===== src/rtl/divisor_secuencial_pkg.sv =====
// Shared constants for the execute-stage divider: ALU opcodes and sequencer states.
package divisor_secuencial_pkg;

    localparam int ALUCONTROL_WIDTH = 5;

    localparam logic [ALUCONTROL_WIDTH-1:0] ALU_UDIV = 5'b01110;
    localparam logic [ALUCONTROL_WIDTH-1:0] ALU_SDIV = 5'b01111;

    typedef enum logic [1:0] {
        ST_IDLE = 2'd0,
        ST_RUN  = 2'd1,
        ST_FIX  = 2'd2,
        ST_DONE = 2'd3
    } div_state_e;

endpackage


===== src/rtl/div_paso.sv =====
// One combinational restoring-division step on unsigned magnitudes:
// shift {rem, quo} left by one and subtract the divisor when it fits.
module div_paso
    import divisor_secuencial_pkg::*;
#(
    parameter int WIDTH = 32
) (
    input  logic [WIDTH-1:0] rem_i,
    input  logic [WIDTH-1:0] quo_i,
    input  logic [WIDTH-1:0] dsr_i,
    output logic [WIDTH-1:0] rem_o,
    output logic [WIDTH-1:0] quo_o
);

    logic [WIDTH:0] shifted;

    always_comb begin
        shifted = {rem_i, quo_i[WIDTH-1]};
        // The remainder before the shift is always below the divisor, so the
        // difference fits back into WIDTH bits.
        if (shifted >= {1'b0, dsr_i}) begin
            rem_o = shifted[WIDTH-1:0] - dsr_i;
            quo_o = {quo_i[WIDTH-2:0], 1'b1};
        end else begin
            rem_o = shifted[WIDTH-1:0];
            quo_o = {quo_i[WIDTH-2:0], 1'b0};
        end
    end

endmodule


===== src/rtl/divisor_secuencial.sv =====
// Iterative radix-2 UDIV/SDIV sequencer: stalls the pipeline for WIDTH+2 cycles
// after start, then presents quotient/remainder with a one-cycle done strobe.
module divisor_secuencial
    import divisor_secuencial_pkg::*;
#(
    parameter int WIDTH = 32
) (
    input  logic             clk,
    input  logic             reset,
    input  logic             start,
    input  logic             is_signed,
    input  logic [WIDTH-1:0] dividend,
    input  logic [WIDTH-1:0] divisor,
    input  logic             abort,
    output logic             busy,
    output logic             done,
    output logic [WIDTH-1:0] quotient,
    output logic [WIDTH-1:0] remainder
);

    localparam int CNT_W = $clog2(WIDTH);

    div_state_e       state_q, state_d;
    logic [CNT_W-1:0] cnt_q, cnt_d;
    logic [WIDTH-1:0] rem_q, rem_d, quo_q, quo_d, dsr_q, dsr_d;
    logic [WIDTH-1:0] quotient_q, quotient_d, remainder_q, remainder_d;
    logic             neg_quo_q, neg_quo_d, neg_rem_q, neg_rem_d;
    logic [WIDTH-1:0] rem_step, quo_step, dvd_abs, dsr_abs;
    logic             accept;

    div_paso #(.WIDTH(WIDTH)) u_paso (
        .rem_i (rem_q),
        .quo_i (quo_q),
        .dsr_i (dsr_q),
        .rem_o (rem_step),
        .quo_o (quo_step)
    );

    always_comb begin
        accept  = (state_q == ST_IDLE) && start && !abort;
        dvd_abs = (is_signed && dividend[WIDTH-1]) ? -dividend : dividend;
        dsr_abs = (is_signed && divisor[WIDTH-1])  ? -divisor  : divisor;

        state_d     = state_q;
        cnt_d       = cnt_q;
        rem_d       = rem_q;
        quo_d       = quo_q;
        dsr_d       = dsr_q;
        neg_quo_d   = neg_quo_q;
        neg_rem_d   = neg_rem_q;
        quotient_d  = quotient_q;
        remainder_d = remainder_q;

        case (state_q)
            ST_IDLE: begin
                if (accept) begin
                    quo_d     = dvd_abs;
                    dsr_d     = dsr_abs;
                    rem_d     = '0;
                    cnt_d     = CNT_W'(WIDTH - 1);
                    neg_quo_d = is_signed && (dividend[WIDTH-1] ^ divisor[WIDTH-1]);
                    neg_rem_d = is_signed && dividend[WIDTH-1];
                    state_d   = ST_RUN;
                end
            end
            ST_RUN: begin
                rem_d = rem_step;
                quo_d = quo_step;
                cnt_d = cnt_q - CNT_W'(1);
                if (cnt_q == '0) begin
                    state_d = ST_FIX;
                end
            end
            ST_FIX: begin
                // A zero divisor leaves all-ones in quo; the architectural result is 0.
                if (dsr_q == '0) begin
                    quotient_d = '0;
                end else begin
                    quotient_d = neg_quo_q ? -quo_q : quo_q;
                end
                remainder_d = neg_rem_q ? -rem_q : rem_q;
                state_d     = ST_DONE;
            end
            default: begin
                state_d = ST_IDLE;
            end
        endcase

        if (abort) begin
            state_d     = ST_IDLE;
            quotient_d  = quotient_q;
            remainder_d = remainder_q;
        end
    end

    always_ff @(posedge clk or negedge reset) begin
        if (!reset) begin
            state_q     <= ST_IDLE;
            cnt_q       <= '0;
            rem_q       <= '0;
            quo_q       <= '0;
            dsr_q       <= '0;
            neg_quo_q   <= 1'b0;
            neg_rem_q   <= 1'b0;
            quotient_q  <= '0;
            remainder_q <= '0;
        end else begin
            state_q     <= state_d;
            cnt_q       <= cnt_d;
            rem_q       <= rem_d;
            quo_q       <= quo_d;
            dsr_q       <= dsr_d;
            neg_quo_q   <= neg_quo_d;
            neg_rem_q   <= neg_rem_d;
            quotient_q  <= quotient_d;
            remainder_q <= remainder_d;
        end
    end

    // busy drops in DONE so the E stage advances and captures the result.
    assign busy      = accept || (state_q == ST_RUN) || (state_q == ST_FIX);
    assign done      = (state_q == ST_DONE);
    assign quotient  = quotient_q;
    assign remainder = remainder_q;

endmodule


===== config.mk =====
export PLATFORM = sky130hd
export DESIGN_NAME = divisor_secuencial
export DESIGN_NICKNAME = d
export VERILOG_FILES = /design/src/rtl/divisor_secuencial_pkg.sv /design/src/rtl/div_paso.sv /design/src/rtl/divisor_secuencial.sv
export SDC_FILE = /design/constraint.sdc
export NUM_CORES = 1
export LEC_CHECK = 0
export BUFFER_PORTS_ARGS = -buffer_cell sky130_fd_sc_hd__buf_4
export CAP_MARGIN = 20
export CORE_ASPECT_RATIO = 0.75
export CORE_UTILIZATION = 34
export CTS_CLUSTER_DIAMETER = 80
export DETAILED_ROUTE_END_ITERATION = 10
export PLACE_DENSITY_LB_ADDON = 0.08
export SLEW_MARGIN = 25
export SYNTH_ARGS = -nofsm -noshare
export SYNTH_HDL_FRONTEND = slang
export SYNTH_SLANG_ARGS = --single-unit

===== constraint.sdc =====
create_clock -name clk -period 6.6 [get_ports clk]
set_input_delay 0.66 -clock clk [delete_from_list [all_inputs] [get_ports clk]]
set_output_delay 0.66 -clock clk [all_outputs]
set_load 0.1 [all_outputs]

After elaboration in Yosys (flattened, before gate mapping)
Cells that the tools add are included.
{ "op_classes": {"n_addsub": 6, "magnitude_cmp": 1, "eq_ne": 6, "mux": 17, "bitwise_logic": 2, "reduce_logical": 16} }
{ "op_table": {"columns": ["op", "n"], "rows": [
  ["$mux W32", 8],
  ["$neg A32 Y32", 4],
  ["$pmux W32 S2", 2],
  ["$ge A33 B32 Y1", 1],
  ["$logic_not A32 Y1", 1],
  ["$sub A32 B32 Y32", 1],
  ["$pmux W5 S2", 1],
  ["$reduce_and A2 Y1", 4],
  ["$mux W2", 3],
  ["$ne A3 B3 Y1 const B", 2],
  ["$pmux W2 S3", 1],
  ["$logic_and A1 B1 Y1", 5],
  ["$logic_not A5 Y1", 1],
  ["$mux W5", 1],
  ["$sub A5 B1 Y5 const B", 1],
  ["$eq A2 B2 Y1 const B", 2],
  ["$eq A2 B1 Y1 const B", 1],
  ["$logic_not A2 Y1", 1],
  ["$logic_or A1 B1 Y1", 2],
  ["$ne A2 B2 Y1 const B", 1],
  ["$reduce_bool A2 Y1", 1],
  ["$logic_not A1 Y1", 1],
  ["$mux W1", 1],
  ["$not A1 Y1", 1],
  ["$xor A1 B1 Y1", 1]
]} }
{ "totals": {"register_bits": 169, "wordCells": 57} }

Longest topological paths before layout
{ "logic_depth": {"depth_word": 6, "ltp_mapped": 13, "ltp_nobuf": 12} }

By module
From an unflattened synthesis, not the netlist that was laid out.
{ "unflattened": {"cells_unflattened": 1365, "area_unflattened_um2": 11816.3} }
{ "by_module_without_submodules": {"columns": ["mod", "instances", "cells_each", "area_per_inst_um2"], "rows": [
  ["divisor_secuencial", 1, 1008, 9241.4],
  ["div_paso", 1, 357, 2575.0]
]} }

Worst setup path before layout
No wires, ideal clock.
{ "synth_path": {"path_type": "register to register", "startpoint": "register quo_q[31]", "endpoint": "register rem_q[30]", "arrival_ns": 3.195, "required_time_ns": 6.530, "setup_slack_ns": 3.335, "stages_incl_launch_ff": 13, "period_less_slack_ns": 3.265, "cell_sequence": "dfrtp_1 -> inv_1 -> ha_1 -> inv_1 -> fa_1 -> a21o_1 -> a221oi_1 -> o21ai_0 -> a2111o_1 -> a21oi_1 -> a211oi_1 -> or4_1 -> nand3_1"} }
{ "synth_via": {"elab_chain_len": 3, "elab_cells_between_ends": 4, "cone_classes": "1 x add/sub; 1 x order compare; 2 x mux"} }
{ "synth_lines": {"columns": ["item", "line_no", "source"], "rows": [
  ["from (decl)", "divisor_secuencial.sv:25", "logic [WIDTH-1:0] rem_q, rem_d, quo_q, quo_d, dsr_q, dsr_d;"],
  ["from (signal assigned)", "divisor_secuencial.sv:111", "quo_q <= quo_d;"],
  ["$sub A32 B32 Y32 or $ge A33 B32 Y1 (tied branches)", "div_paso.sv:22, div_paso.sv:21", null],
  ["$mux W32 *", "div_paso.sv:21", "if (shifted >= {1'b0, dsr_i}) begin"],
  ["$pmux W32 S2 *", "divisor_secuencial.sv:54", "case (state_q)"],
  ["to (signal assigned)", "divisor_secuencial.sv:110", "rem_q <= rem_d;"],
  ["to (decl)", "divisor_secuencial.sv:25", null]
]} }
Every way passes the cells marked *; elsewhere a longest branch is shown, timed or not.
A chain may end at the register's enable or synchronous reset.

Final worst setup path
{ "layout_path": {"startpoint": "register rem_q[14]", "endpoint": "register rem_q[27]"} }
{ "layout_via": {"elab_chain_len": 3, "elab_cells_between_ends": 4, "cone_classes": "1 x add/sub; 1 x order compare; 2 x mux"} }
{ "layout_lines": {"columns": ["item", "line_no"], "rows": [
  ["$sub A32 B32 Y32 or $ge A33 B32 Y1 (tied branches)", "div_paso.sv:22, div_paso.sv:21"],
  ["$mux W32 *", "div_paso.sv:21"],
  ["$pmux W32 S2 *", "divisor_secuencial.sv:54"]
]} }
Marks and branches as above.

==> results.ini <==
[run_status]
status=finished clean

[worst_setup_path]
path_cells=ha_1 > a21o_1 > o21ai_0 > o211ai_1 > and4_1 > o41ai_2 > nand2_1 > nand2_1 > o21ai_0
critPathMaxFanout=18
cp.required_ps=6910
endpoint_kind=flop
critPathBufInv=0
slowest_stage=nand2_1
cp_top_family=simple AND/OR/NAND/NOR gates
critical-path-max-stage-delay_ps=880
arrival_ps=4530
cp-start-kind=flop
critPathKind=reg -> reg

[routing]
dr.pass1.iters=5
wire_per_inst_um=18.3
wl_um=34300
num_vias=9791
post-route-drc-count=0
viasPerCell=5.23
drt_iter0_drc=806
postRouteAntennaNets=0

[finish]
layout_common_cells=nand2_1, o21ai_0, dfrtp_1
diodes=0
multi_input_area_um2=6420
fillers=3268
regArea_um2=4230
final_common_cell=nand2_1
layout-drive-gt1-share_pct=13.8
fin_area_um2=13100
fin_nets=1536
area_growth_pct=18.3

[synthesis]
yosysSeqAreaShare_pct=38.2
synth-main-ff-cell=dfrtp_1
yosysTopAreaCellShare_pct=38.2
synth_cell_type_count=66
ys_warn_count=0
synth_nets=1437
syn_area_um2=11100
ys_async_sr_fraction_pct=100
synth_largest_area_cell=dfrtp_1
synth_cells=1325
synth-seq-cells=169
avgSynthCellArea_um2=8.36
synth_edf_count=0
synth_area_leaders=dfrtp_1, o21ai_0, nand2_1, xor2_1, ha_1

[clocking]
cts_buffer_depth=2
ctsHtreeMaxLevel=4
cts_buffers=17
cts_tree=done
post_cts_resized=0
cts_hold_buffers=0
cts_root_buf=clkbuf_16
cts_setup_buffers=0
cts_sinks=169
clk_latency_ps=440
clk_pin_slew_ps=80

[sta]
tightest_slew_ps=1070
finalSetupViolCount=0
finalSetupTns_ps=0
hold_viol_final=0
timing.final.crit_period_ps=4220
fin_ws_ps=2380
fmax_mhz=237
slew_viol_final=0
rsz0062_at_grt=false
finClkSkew_ps=16.9
period_share_pct=64.0
maxSlewHeadroom_pct=28.8

[run]
maxCapViolCount=0

[placement]
portBuffers=134
hpwl_um=26100
gp_routability_congestion=0.888
placed_cell_area_um2=12500
pre_cts_slack_ps=2380

[worst_hold_path]
hp-class=in -> async

[floorplan]
rows=56
initial_utilization_pct=35.0
die_x_um=210
fp.dieH_um=158
num_io_pins=135
die-area_um2=33300
core_area_um2=31700

[global_routing]
grt_pass1_wl_um=54400
gr-total-overflow=0
grt_pass1_vias=9032
track_usage_pct=21.3
antenna_found_initial=0
grt_max_degree=98

## sequential cells by signal, summed over array words and instances, names as in the netlist
| register | flops |
|---|---|
| dsr_q | 32 |
| quo_q | 32 |
| quotient | 32 |
| rem_q | 32 |
| remainder | 32 |
| cnt_q | 5 |
| state_q | 2 |
| neg_quo_q | 1 |
| neg_rem_q | 1 |
## area by class of cell
type	count	share of cell area [%]
timing repair buffer	144	8.31
tap	435	4.15
inverter	59	1.69
clock inverter	15	1.36
sequential	169	32.3
multi-input combinational	1033	49.0
clock buffer	17	3.25
## cell families after synthesis
group	Yosys count	synth area share [%]
AND/OR/NAND/NOR	417	17.7
AO/OA/AOI/OAI	413	22.1
flip-flops	169	38.2
XOR/XNOR	136	10.8
buffers and inverters	123	4.17
adder cells (fa/ha/maj)	43	4.92
multiplexers	24	2.17
## metrics by stage
step                      hold WS, ps  cells  utilization, %
after detailed placement          472   1840            39.4
after floorplan                   364   1325               -
after global routing              157   1872            41.4
final                             129   1872            41.4
after CTS                         123   1872            41.4
after global placement            464   1840            39.4
## path summary, 6_finish.rpt
check	start	to	slack, ps	depth (start not counted)
setup / recovery	rem_q[14]$_DFFE_PN0P_	rem_q[27]$_DFFE_PN0P_	2380	9
hold / removal	reset	remainder[7]$_DFFE_PN0P_	130	1
setup reg to reg	rem_q[14]$_DFFE_PN0P_	rem_q[27]$_DFFE_PN0P_	2380	9
hold reg to reg	quotient[3]$_DFFE_PN0P_	quotient[3]$_DFFE_PN0P_	480	2
max in group asynchronous	reset	dsr_q[29]$_DFFE_PN0P_	5370	2
min in group clk	abort	state_q[0]$_DFFE_PN0P_	420	2
## cells in the mapped netlist, drive strengths merged (22+ instances only)
master / n
clkbuf: 62
inv: 59
xor2: 87
a21oi: 90
dfrtp: 169
o21ai: 205
o31ai: 30
xnor2: 49
nor4: 22
nor2: 71
mux2i: 24
nand2: 203
ha: 42
## routing by layer
layer / share of wire (%) / GRT usage, % / wire (µm)
met1: 59 / 37.6 / 20200
met2: 35 / 24.9 / 12200
met3: 5.1 / 3.57 / 1750
met4: 0.66 / 4.04 / 225
met5: 0 / 0 / 0
Power is not shown: default switching activity piles up to over one toggle a cycle in this logic, so the estimate is an artifact.
